**config.mk**
```make
export PLATFORM = sky130hd
export DESIGN_NAME = fp_addsub_issue_ctrl
export DESIGN_NICKNAME = d
export VERILOG_FILES = /design/src/rtl/fp_addsub_issue_ctrl.sv
export SDC_FILE = /design/constraint.sdc
export NUM_CORES = 1
export LEC_CHECK = 0
export ABC_AREA = 1
export BUFFER_PORTS_ARGS = -buffer_cell sky130_fd_sc_hd__buf_2
export CAP_MARGIN = 10
export CORE_UTILIZATION = 53
export DETAILED_ROUTE_END_ITERATION = 6
export PLACE_DENSITY = 0.9
export SYNTH_ARGS = -nofsm -noshare
export SYNTH_HDL_FRONTEND = slang
export SYNTH_SLANG_ARGS = --single-unit
```
**constraint.sdc**
```tcl
create_clock -name clk -period 6.1 [get_ports clk]
set_input_delay 0.305 -clock clk [delete_from_list [all_inputs] [get_ports clk]]
set_output_delay 0.305 -clock clk [all_outputs]
set_load 0.01 [all_outputs]
```
**src/rtl/fp_addsub_issue_ctrl.sv**
```systemverilog
// Operand issue sequencer for the fpadd unit: feeds A/B/op pairs and
// raises outsider15 in the cycle each pair's sum is valid.
module fp_addsub_issue_ctrl #(
    parameter int DATA_W      = 32,
    parameter int ADD_LATENCY = 4,
    parameter int LEN_W       = 8
) (
    input  logic              clk,
    input  logic              rst_n,
    input  logic              start,
    input  logic [LEN_W-1:0]  vec_len,
    input  logic              in_valid,
    output logic              in_ready,
    input  logic [DATA_W-1:0] in_a,
    input  logic [DATA_W-1:0] in_b,
    input  logic              in_op,
    output logic [DATA_W-1:0] a_out,
    output logic [DATA_W-1:0] b_out,
    output logic              op_out,
    output logic              outsider15,
    output logic              busy,
    output logic              done,
    output logic [LEN_W-1:0]  issued_cnt,
    output logic [LEN_W-1:0]  result_cnt
);

    // Bit 0 marks operands sitting at A/B; the tail is ADD_LATENCY edges later.
    localparam int PW = ADD_LATENCY + 1;

    typedef enum logic [1:0] {
        IDLE  = 2'd0,
        ISSUE = 2'd1,
        DRAIN = 2'd2,
        DONE  = 2'd3
    } state_t;

    state_t            state_q, state_d;
    logic              start_q;
    logic [LEN_W-1:0]  len_q, len_d;
    logic [LEN_W-1:0]  issued_q, issued_d;
    logic [LEN_W-1:0]  result_q, result_d;
    logic [PW-1:0]     pipe_q, pipe_d;
    logic [DATA_W-1:0] a_q, a_d;
    logic [DATA_W-1:0] b_q, b_d;
    logic              op_q, op_d;
    logic              launch;
    logic              hs;

    assign launch = start & ~start_q;
    assign hs     = in_valid & in_ready & start;

    always_comb begin
        state_d  = state_q;
        len_d    = len_q;
        pipe_d   = {pipe_q[PW-2:0], hs};
        issued_d = issued_q + {{(LEN_W-1){1'b0}}, hs};
        result_d = result_q + {{(LEN_W-1){1'b0}}, pipe_q[PW-1]};
        a_d      = hs ? in_a  : a_q;
        b_d      = hs ? in_b  : b_q;
        op_d     = hs ? in_op : op_q;

        unique case (state_q)
            IDLE: begin
                if (launch) begin
                    len_d    = vec_len;
                    issued_d = '0;
                    result_d = '0;
                    state_d  = (vec_len == '0) ? DONE : ISSUE;
                end
            end
            ISSUE: begin
                if (issued_d == len_q) state_d = DRAIN;
            end
            DRAIN: begin
                if (pipe_d == '0 && result_d == len_q) state_d = DONE;
            end
            DONE: begin
                state_d = DONE;
            end
            default: state_d = IDLE;
        endcase

        // Abort wins over everything; operands are left untouched.
        if (!start) begin
            state_d  = IDLE;
            pipe_d   = '0;
            issued_d = '0;
            result_d = '0;
        end
    end

    always_ff @(posedge clk or negedge rst_n) begin
        if (!rst_n) begin
            state_q  <= IDLE;
            start_q  <= 1'b0;
            len_q    <= '0;
            issued_q <= '0;
            result_q <= '0;
            pipe_q   <= '0;
            a_q      <= '0;
            b_q      <= '0;
            op_q     <= 1'b0;
        end else begin
            state_q  <= state_d;
            start_q  <= start;
            len_q    <= len_d;
            issued_q <= issued_d;
            result_q <= result_d;
            pipe_q   <= pipe_d;
            a_q      <= a_d;
            b_q      <= b_d;
            op_q     <= op_d;
        end
    end

    assign in_ready   = (state_q == ISSUE);
    assign busy       = (state_q == ISSUE) || (state_q == DRAIN);
    assign done       = (state_q == DONE);
    assign outsider15 = pipe_q[PW-1];
    assign a_out      = a_q;
    assign b_out      = b_q;
    assign op_out     = op_q;
    assign issued_cnt = issued_q;
    assign result_cnt = result_q;

endmodule

```
==> metrics.md, run 1 <==
| Metric | Value |
|---|---|
| Number of library cell types mapped by synthesis | 24 |
| Synth-to-Final Area Change | 25.6% |
| Skew-Pair Late Insertion Delay | around 350 ps |
| I/O pin total | 162 |
| Starting DRT DRC Count | 247 |
| RSZ-0062 raised after global routing | false |
| Filler instances | 602 |
| Skew final | roughly 8.1 ps |
| R2R setup slack | 2390 ps |
| Critical Path Sink Type | register |
| Main synth FF type | dfrtp_1 |
| CP peak stage delay | about 510 ps |
| Post-route antenna net violation count | 0 |
| Starting Density | 55.4% |
| WS Path Type | register to register |
| Routed length per placed instance | roughly 14 um |
| Yosys reg bits | 97 |
| R2R depth | 17 |
| First-pass GRT wire length | 17.7 mm |
| Vias/cell | roughly 5 |
| H-tree Lvls | 3 |
| Final worst-path cycle share | 60.8% |
| Synth warn | 0 |
| CP max-delay cell | buf_4 |
| Worst ir drop on vdd | 266 uV |
| Hold buffer count at cts | 1 |
| Post-DP HPWL | ~8 mm |
| Most common cell after layout, fill and taps aside | nand2_1 |
| Vias in the first global route | 3969 |
| Number of clock buffers inserted by TritonCTS | 9 |
| Row count | 32 |
| Post-Syn Nets | about 620 |
| Most frequent cells in the layout | nand2_1 (270), buf_2 (160), dfrtp_1 (97) |
| Sequential area share after synthesis | 56.4% |
| Required time worst endpoint | 6340 ps |
| Setup_tns | 0 ps |
| Diodes inserted | 0 |
| Final #Nets | 778 |
| Remaining DRCs | 0 |
| Placeable Area | between 0.007 and 0.008 sq mm |
| Startpoint Class | register |
| Post-synthesis cell area | 0.00430 sq mm |
| Die Ht | roughly 92 um |
| Synthesized netlist cell count | ~530 |
| CP max FO | 67 |
| Post-synth EDFFs | 0 |
| Layout cells sized above 1 | between 20 and 30% |
| HP Start | in_a[10] |
| Final Wtd Congestion | 0.871 |
| First-pass DRT Iterations | 5 |
| Pwr Total | 0.00228 W |
| Worst R2R Start | state_q[1]$_DFFE_PN0P_ |
| Worst hold slack | ~140 ps |
| Number of port buffers | between 150 and 200 |
| Cell Chain, Critical Path | inv_1 -> ha_1 -> nand3_2 -> buf_4 -> inv_2 -> buf_4 -> ha_1 -> ha_1 -> xor2_1 -> nor2_1 -> nand3_2 -> nor2_2 -> nand4_1 -> nand2_2 -> nand3_2 -> nand2_1 -> nand2_1 |
| Max-cap viol count | 0 |
| Final Slew Violations | 0 |
| Largest net degree at the start of global routing | roughly 70 |
| Slew headroom | 56.2% |
| CTS tree | yes |
| Hold Path Class | input port to register |
| Die area | 0.00848 sq mm |
| Final hold violations | 0 |
| Status | finished, final reports clean |
| Mean Syn Cell Area | 8.07 sq um |
| Min Tclk post-route | 3710 ps |
| CP startpoint | state_q[1]$_DFFE_PN0P_ |
| Clock Pin Slew Worst Setup and Hold Paths | 90 ps |
| DIE WIDTH | 92.1 um |
| Async set-reset flop share out of synthesis | 100% |
| Leak pwr | 3.20 nW |
| Max Clock Freq | between 200 and 300 MHz |
| Reg2Reg Capture Point | state_q[0]$_DFFE_PN0P_ |
| Data arrival, critical path | 3950 ps |
| Grt total ovfl | 0 |
| # setup viols final | 0 |
| DP Worst Slack | 2530 ps |
| Clock root buffer | clkbuf_8 |
| Worst setup margin | 2390 ps |
| Clock buffer depth | 2 |
| Gr usage total | 26.7% |
| Power per cell area | 422 mW/mm^2 |
| Antenna violations before repair | 0 |
| Worst-Margin Slew | 657 ps |
| WL final | 10.8 mm |
| Post-CTS Setup Bufs | 0 |
| Final core occ | 69.5% |
| WHS Endpoint | a_out[10]$_DFFE_PN0P_ |
| TritonCTS Sinks | 97 |
| Hold Path Depth | 3 |
| Post_cts resized | 0 |
| Routed via count | 4006 |
[layer usage]
layer | share of wire [%] | wire [um] | global-route usage [%]
met5 | 0 | 0 | 0
met4 | 2.9 | 316 | 10.7
met3 | 8.6 | 931 | 9.20
met2 | 50 | 5360 | 45.6
met1 | 39 | 4210 | 30.7
[through the flow]
stage | cells | instance area (sq um)
final | 798 | 5400
after floorplan | 533 | 4300
after CTS | 798 | 5400
after global placement | 782 | 5180
after global routing | 798 | 5400
after detailed placement | 782 | 5180
[registers in the layout (all words and copies together), names as in the netlist]
register,cells
start_q,1
issued_cnt,8
pipe_q,5
b_out,32
a_out,32
len_q,8
op_out,1
state_q,2
result_cnt,8
[cell usage after synthesis, types with 4 or more instances]
| cell | number | area (sq um) |
|---|---|---|
| nand2_2 | 4 | 25.0 |
| ha_1 | 9 | 113 |
| clkbuf_1 | 6 | 22.5 |
| nand4_1 | 4 | 25.0 |
| inv_1 | 41 | 154 |
| nor2_1 | 30 | 113 |
| a21oi_1 | 14 | 70.1 |
| dfrtp_1 | 97 | 2430 |
| nand3_1 | 32 | 160 |
| buf_2 | 8 | 40.0 |
| nand2_1 | 270 | 1010 |
[worst max-delay path, delay by kind of cell, from the launching register on]
family	cells	cell delay [ps]
buffers and inverters	4	1050
AND/OR/NAND/NOR	9	990
flip-flops	1	430
adder cells (fa/ha/maj)	3	890
XOR/XNOR	1	170
[cells by family (layout without fill, tap and decap cells)]
kind of cell	Yosys count	count (layout)	share of synthesized area, %
xor gates and xnor gates	3	3	0.611
adders and majority gates	9	9	2.62
muxes	1	1	0.262
AOI/OAI and AO/OA	15	15	1.75
buffers and inverters	59	222	5.62
and+or+nand+nor	349	349	32.7
DFF	97	97	56.4
[cell type report]
type	instances	area (sq um)	share of cell area, %
sequential	97	2430	44.9
clock buffer	12	145	2.69
multi-input combinational	377	1640	30.3
inverter	42	158	2.92
clock inverter	3	65.1	1.20
timing repair buffer	165	841	15.6
tap	102	128	2.36
[where the power goes]
part	total [W]	internal, W	switching [W]
Clock	0.000450	0.000240	0.000210
Combinational	0.000796	0.000324	0.000472
Sequential	0.00103	0.000878	0.000152
[how the worst max path moves through the flow]
stage                                   to  cells after the start
floorplan           state_q[0]$_DFFE_PN0P_                     16
global placement    state_q[1]$_DFFE_PN0P_                     19
detailed placement  state_q[0]$_DFFE_PN0P_                     17
CTS                 state_q[0]$_DFFE_PN0P_                     17
global route        state_q[0]$_DFFE_PN0P_                     17
finish              state_q[0]$_DFFE_PN0P_                     17
Note: power is estimated with default switching activity, not from simulation.
==> run 2, diff against run 1 <==
--- a/config.mk
+++ b/config.mk
@@ -8,9 +8,9 @@
 export ABC_AREA = 1
 export BUFFER_PORTS_ARGS = -buffer_cell sky130_fd_sc_hd__buf_2
 export CAP_MARGIN = 10
-export CORE_UTILIZATION = 53
+export CORE_UTILIZATION = 49
 export DETAILED_ROUTE_END_ITERATION = 6
-export PLACE_DENSITY = 0.9
+export PLACE_DENSITY = 0.85
 export SYNTH_ARGS = -nofsm -noshare
 export SYNTH_HDL_FRONTEND = slang
 export SYNTH_SLANG_ARGS = --single-unit
==> constraint.sdc (replaced) <==
create_clock -name clk -period 3.7 [get_ports clk]
set_input_delay 0.185 -clock clk [delete_from_list [all_inputs] [get_ports clk]]
set_output_delay 0.185 -clock clk [all_outputs]
set_load 0.01 [all_outputs]
==> run 2 against run 1 <==
First-iteration DRC count is 28% lower. Global-route usage is 1.9 points lower. Via count is 0.37% lower. Critical path depth stayed put. Critical endpoint unchanged. Largest cell class unchanged. Largest power group unchanged.
==> metrics.md, run 2 (synthesis results as in run 1) <==
| Metric | Value |
|---|---|
| Setup_tns | 0 ps (unchanged) |
| Hold buffer count at cts | 2 (+1) |
| Die area | 0.00915 sq mm (+8.0%) |
| Number of clock buffers inserted by TritonCTS | 9 (unchanged) |
| Clk pwr share | 17.8% (-2.0 points) |
| Sequential share of power | 46.3% (+1.0 points) |
| Final #Nets | 781 (+0.39%) |
| Power per cell area | 680 mW/mm^2 (+61%) |
| Starting DRT DRC Count | 177 (-28%) |
| Filler instances | 687 (+14%) |
| Multi-input logic area | 0.00164 sq mm (unchanged) |
| First-pass DRT Iterations | 4 (-1) |
| H-tree Lvls | 3 (unchanged) |
| CTS tree | yes |
| Hold Path Depth | 3 (unchanged) |
| Post-route insts no fill | 805 (+0.88%) |
| Register area | 0.00243 sq mm (unchanged) |
| Max Clock Freq | 379 MHz (+40%) |
| CP delay by family, top | simple AND/OR/NAND/NOR gates |
| Worst ir drop on vdd | 459 uV (+72%) |
| CP max FO | 6 (-91%) |
| CP peak stage delay | 430 ps (-80 ps) |
| Die Ht | 95.7 um (+3.9%) |
| Post-DP HPWL | 8.00 mm (+0.68%) |
| Largest net degree at the start of global routing | 67 (-1.5%) |
| CP bufs+invs | 2 (-2) |
| DIE WIDTH | 95.7 um (+3.9%) |
| Layout cells sized above 1 | 27.6% (+0.27 points) |
| Status | finished, final reports clean |
| Starting Density | 51.6% (-3.8 points) |
| WL final | 10.9 mm (+0.69%) |
| Min Tclk post-route | 2640 ps (-1070 ps) |
| Number of port buffers | 161 (unchanged) |
| Most common cell after layout, fill and taps aside | nand2_1 |
| Final Wtd Congestion | 0.932 (+7.0%) |
| Final hold violations | 0 (unchanged) |
| Antenna violations before repair | 0 (unchanged) |
| Routed length per placed instance | 13.5 um (-0.18%) |
| HP Start | in_a[2] |
| Net load switching power | 0.00144 W (+72%) |
| Clock buffer depth | 2 (unchanged) |
| Most frequent CP cell | nand2_1 |
| Cell Chain, Critical Path | inv_1 -> ha_1 -> nand3_2 -> inv_2 -> ha_1 -> ha_1 -> nand3_1 -> nand2_1 -> nand2_1 -> nand2_1 -> nand3_1 -> nor2_2 -> nand4_1 -> nand2_2 -> nand3_2 -> nand2_1 -> nand2_1 |
| Leak pwr | 3.20 nW (about the same) |
| Vias in the first global route | 3861 (-2.7%) |
| Clock Pin Slew Worst Setup and Hold Paths | 100 ps (about the same) |
| Routed via count | 3991 (-0.37%) |
| TritonCTS Sinks | 97 (unchanged) |
| # setup viols final | 0 (unchanged) |
| Placed Instances | 785 (+0.38%) |
| Clock root buffer | clkbuf_8 |
| Max-cap viol count | 0 (unchanged) |
| Skew-Pair Late Insertion Delay | 360 ps (about the same) |
| Pwr Total | 0.00368 W (+62%) |
| I/O pin total | 162 (unchanged) |
| First-pass GRT wire length | 17.3 mm (-2.0%) |
| Data arrival, critical path | 2890 ps (-1060 ps) |
| Placeable Area | 0.00834 sq mm (+7.4%) |
| R2R depth | 17 (unchanged) |
| Grt total ovfl | 0 (unchanged) |
| Diodes inserted | 0 (unchanged) |
| Internal Power | 0.00224 W (+56%) |
| WHS Endpoint | a_out[2]$_DFFE_PN0P_ |
| DP Worst Slack | 1170 ps (-1360 ps) |
| Remaining DRCs | 0 (unchanged) |
| Switching power share of the total | 39.0% (+2.4 points) |
| Gate power share | 35.9% (+0.9 points) |
| CP max-delay cell | dfrtp_1 |
| Final Slew Violations | 0 (unchanged) |
| Hold Path Class | input port to register |
| Final worst-path cycle share | 71.4% (+11 points) |
| Reg2Reg Capture Point | state_q[0]$_DFFE_PN0P_ |
| WS Path Type | register to register |
| Required time worst endpoint | 3940 ps (-2400 ps) |
| Worst-Margin Slew | 788 ps (+131 ps) |
| Post_cts resized | 0 (unchanged) |
| Startpoint Class | register |
| RSZ-0062 raised after global routing | false |
| Vias/cell | 4.96 (-1.2%) |
| Worst R2R Start | state_q[1]$_DFFE_PN0P_ |
| Worst setup margin | 1060 ps (-1330 ps) |
| Skew final | 10.1 ps (+1.97 ps) |
| Row count | 33 (+3.1%) |
| Post-CTS Setup Bufs | 0 (unchanged) |
| R2R setup slack | 1060 ps (-1330 ps) |
| Critical Path Sink Type | register |
| Post-route antenna net violation count | 0 (unchanged) |
| Most frequent cells in the layout | nand2_1 (270), buf_2 (160), dfrtp_1 (97) |
| Slew headroom | 47.5% (-8.7 points) |
| Gr usage total | 24.8% (-1.9 points) |
| Synth-to-Final Area Change | 25.9% |
## run 2: changes by cell type in the layout (fill, tap and decap cells not counted), moves of 2 or more
cell / delta
dlygate4sd3_1: +3
bufinv_16: -2
clkbuf_1: -2
clkinv_4: +2
## run 2: layout make-up
| cell class | count | area share, % |
|---|---|---|
| Sequential cell | 97 | 44.8 |
| Clock inverter | 7 | 1.22 |
| Multi-Input combinational cell | 377 | 30.2 |
| Tap cell | 105 | 2.43 |
| Timing Repair Buffer | 168 | 16.1 |
| Clock buffer | 9 | 2.29 |
| Inverter | 42 | 2.91 |
## run 2: per-stage QoR
step / hold WS (ps) / utilization [%] / cell area [sq um]
final: 15.0 / 64.9 / 5410
after global routing: 5.92 / 64.9 / 5410
after detailed placement: 316 / 62.2 / 5180
after floorplan: -111 / - / 4300
after CTS: 1.94 / 64.7 / 5390
after global placement: 309 / 62.2 / 5180
## run 2: how the worst max path moves through the flow
stage                                       from                      to  slack [ps]  cells after the start
after global placement    state_q[1]$_DFFE_PN0P_  state_q[1]$_DFFE_PN0P_        1380                     17
final                     state_q[1]$_DFFE_PN0P_  state_q[0]$_DFFE_PN0P_        1060                     17
after detailed placement  state_q[1]$_DFFE_PN0P_  state_q[0]$_DFFE_PN0P_        1170                     17
after global routing      state_q[1]$_DFFE_PN0P_  state_q[0]$_DFFE_PN0P_         860                     17
after CTS                 state_q[1]$_DFFE_PN0P_  state_q[0]$_DFFE_PN0P_        1120                     17
after floorplan           state_q[1]$_DFFE_PN0P_  state_q[0]$_DFFE_PN0P_        1080                     16
## run 2: layer usage
layer	track usage, %	vias up	wire length [um]
li1	-	1954	-
met1	29.8	1857	4440
met2	42.5	160	5380
met3	6.78	20	832
met4	9.45	0	235
met5	0	-	0
## run 2: worst min-delay path, stage by stage
cell	delay, ps
buf_2	70
nand2_1	40
nand2_1	40
## run 2: power by group through the flow
stage / combinational [W] / sequential, W / clock (W)
2_1_floorplan: 0.000591 / 0.00183 / 0
3_3_place_gp: 0.00129 / 0.00169 / 0
3_5_place_dp: 0.00134 / 0.00170 / 0
4_1_cts: 0.00133 / 0.00170 / 0.000671
5_1_grt: 0.00148 / 0.00175 / 0.000715
6_report: 0.00132 / 0.00170 / 0.000654
==> run 3, diff against run 2 <==
--- a/config.mk
+++ b/config.mk
@@ -8,9 +8,9 @@
 export ABC_AREA = 1
 export BUFFER_PORTS_ARGS = -buffer_cell sky130_fd_sc_hd__buf_2
 export CAP_MARGIN = 10
-export CORE_UTILIZATION = 49
+export CORE_UTILIZATION = 44
 export DETAILED_ROUTE_END_ITERATION = 6
-export PLACE_DENSITY = 0.85
+export PLACE_DENSITY = 0.81
 export SYNTH_ARGS = -nofsm -noshare
 export SYNTH_HDL_FRONTEND = slang
 export SYNTH_SLANG_ARGS = --single-unit
==> constraint.sdc (replaced) <==
create_clock -name clk -period 2.2 [get_ports clk]
set_input_delay 0.11 -clock clk [delete_from_list [all_inputs] [get_ports clk]]
set_output_delay 0.11 -clock clk [all_outputs]
set_load 0.01 [all_outputs]
==> run 3 against run 2 <==
Clock power is 74% higher. First-iteration DRC count is 7.3% lower. Setup slack worse by 1000 ps. Clock skew is 4.7 ps higher. Routed wire length is 15% higher. Sequential share of layout area is 5.9 points lower. Largest power group unchanged. Fmax is 22% higher.
==> metrics.md, run 3 (synthesis results as in run 1) <==
| Metric | Value |
|---|---|
| Reg2Reg Capture Point | state_q[0]$_DFFE_PN0P_ |
| Worst ir drop on vdd | 667 uV (+45%) |
| RSZ-0062 raised after global routing | true |
| DIE WIDTH | 101 um (+5.4%) |
| Row count | 35 (+6.1%) |
| Routed length per placed instance | 13.9 um (+2.4%) |
| # setup viols final | 0 (unchanged) |
| WL final | 12.5 mm (+15%) |
| Post-route antenna net violation count | 0 (unchanged) |
| Gr usage total | 25.5% (+0.62 points) |
| Grt total ovfl | 0 (unchanged) |
| Post-DP HPWL | 7.69 mm (-3.9%) |
| Layout cells sized above 1 | 27.6% (about the same) |
| Final hold violations | 0 (unchanged) |
| Final #Nets | 853 (+9.2%) |
| Worst-Margin Slew | 664 ps (-124 ps) |
| Starting DRT DRC Count | 164 (-7.3%) |
| Power per cell area | 1040 mW/mm^2 (+54%) |
| R2R depth | 17 (unchanged) |
| Status | finished, final reports clean |
| Worst R2R Start | state_q[0]$_DFFE_PN0P_ |
| Final core occ | 66.5% (+1.6 points) |
| H-tree Lvls | 3 (unchanged) |
| Critical Path Sink Type | register |
| Data arrival, critical path | 2420 ps (-470 ps) |
| R2R setup slack | 30 ps (-1020 ps) |
| Routed via count | 4371 (+9.5%) |
| Register area | 0.00243 sq mm (unchanged) |
| Synth-to-Final Area Change | 45.0% |
| CTS tree | yes |
| First-pass DRT Iterations | 5 (+1) |
| I/O pin total | 162 (unchanged) |
| Setup_tns | 0 ps (unchanged) |
| Vias/cell | 4.85 (-2.1%) |
| Remaining DRCs | 0 (unchanged) |
| Clock Pin Slew Worst Setup and Hold Paths | 100 ps (about the same) |
| Final worst-path cycle share | 98.5% (+27 points) |
| TritonCTS Sinks | 97 (unchanged) |
| Antenna violations before repair | 0 (unchanged) |
| Number of clock buffers inserted by TritonCTS | 9 (unchanged) |
| Startpoint Class | register |
| Max-cap viol count | 0 (unchanged) |
| Required time worst endpoint | 2460 ps (-1480 ps) |
| Diodes inserted | 0 (unchanged) |
| WS Path Type | register to register |
| Post-route insts no fill | 901 (+12%) |
| Die area | 0.0102 sq mm (+11%) |
| Worst hold slack | 14.5 ps (-0.580 ps) |
| Number of port buffers | 161 (unchanged) |
| Leak pwr | 3.51 nW (+9.8%) |
| Final Slew Violations | 0 (unchanged) |
| WHS Endpoint | len_q[6]$_DFFE_PN0P_ |
| Final Wtd Congestion | 0.899 (-3.5%) |
| Skew final | 14.7 ps (+4.66 ps) |
| Starting Density | 45.9% (-5.7 points) |
| Die Ht | 101 um (+5.4%) |
| Most common cell after layout, fill and taps aside | nand2_1 |
| Hold Path Class | input port to register |
| Most frequent cells in the layout | nand2_1 (266), buf_2 (160), dfrtp_1 (97) |
| CP max FO | 3 (-3) |
| Max Clock Freq | 462 MHz (+22%) |
| Largest net degree at the start of global routing | 67 (unchanged) |
| Hold Path Depth | 3 (unchanged) |
| Slew headroom | 55.7% (+8.2 points) |
| Multi-input logic area | 0.00171 sq mm (+4.3%) |
| First-pass GRT wire length | 20.0 mm (+16%) |
| Clock buffer depth | 2 (unchanged) |
| Filler instances | 719 (+4.7%) |
| Vias in the first global route | 4373 (+13%) |
| Placeable Area | 0.00937 sq mm (+12%) |
| Placed Instances | 813 (+3.6%) |
| Skew-Pair Late Insertion Delay | 360 ps (about the same) |
| Min Tclk post-route | 2170 ps (-475 ps) |
| Clock root buffer | clkbuf_8 |
| HP Start | vec_len[6] |
## run 3: changes by cell type in the layout (fill, tap and decap cells not counted), moves of 2 or more
cell,previous run,this run
clkinv_4,2,4
nand2_1,270,266
buf_4,4,13
nand2_2,4,8
nand3_1,31,29
ha_4,0,3
ha_1,9,6
dlygate4sd3_1,4,66
## run 3: through the flow
step                      power, W  instance area, sq um  worst slack (ps)
after floorplan            0.00412                  4360              51.3
after global placement     0.00504                  5300               122
after detailed placement   0.00513                  5300             -44.9
after CTS                  0.00640                  6180              9.18
after global routing       0.00696                  6230              -101
final                      0.00651                  6230              33.4
## run 3: cell type report
class / count / share of cell area (%)
Sequential cell: 97 / 38.9
Multi-Input combinational cell: 377 / 27.4
Timing Repair Buffer: 240 / 25.3
Tap cell: 129 / 2.59
Inverter: 42 / 2.57
Clock buffer: 10 / 2.21
Clock inverter: 6 / 1.00
## run 3: critical path, stage by stage (launching register included)
cell and delay (ps):
dfrtp_1 420, ha_4 190, nand3_4 70, inv_4 40, ha_4 160, buf_4 140, inv_1 90, nor2_4 50
nand2_1 70, nand2_1 90, nand2_2 80, nand3_2 80, nor2_2 110, nand4_1 110, nand2_2 120, nand3_2 70
nand2_1 80, nand2_1 60
## run 3: worst max path at each step
stage	endpoint	startpoint	cells after the start
final	state_q[0]$_DFFE_PN0P_	state_q[0]$_DFFE_PN0P_	17
after detailed placement	state_q[0]$_DFFE_PN0P_	state_q[1]$_DFFE_PN0P_	17
after CTS	state_q[0]$_DFFE_PN0P_	state_q[1]$_DFFE_PN0P_	17
after global placement	state_q[1]$_DFFE_PN0P_	state_q[1]$_DFFE_PN0P_	17
after global routing	state_q[0]$_DFFE_PN0P_	state_q[1]$_DFFE_PN0P_	17
after floorplan	state_q[0]$_DFFE_PN0P_	state_q[1]$_DFFE_PN0P_	16
## run 3: power by group
part / leakage [nW] / switching [W] / internal, W
sequential: 1.23 / 0.000443 / 0.00244
clock: 0.101 / 0.000672 / 0.000468
combinational: 2.18 / 0.00144 / 0.00106
## run 3: layer usage
metal / global-route usage, % / routed length [um] / share of wire [%] / vias up
li1: - / - / - / 2095
met1: 31.3 / 5010 / 40 / 2038
met2: 43.2 / 6290 / 50 / 210
met3: 5.62 / 893 / 7.1 / 28
met4: 11.0 / 299 / 2.4 / 0
met5: 0 / 0 / 0 / -
## run 3: repair_timing
item,CTS,global route
pin swaps,1,9
hold buffers,66,0
setup endpoints to repair,2,2
resized for setup,0,8
buffers inserted,2,4
endpoints found under the hold margin,105,0
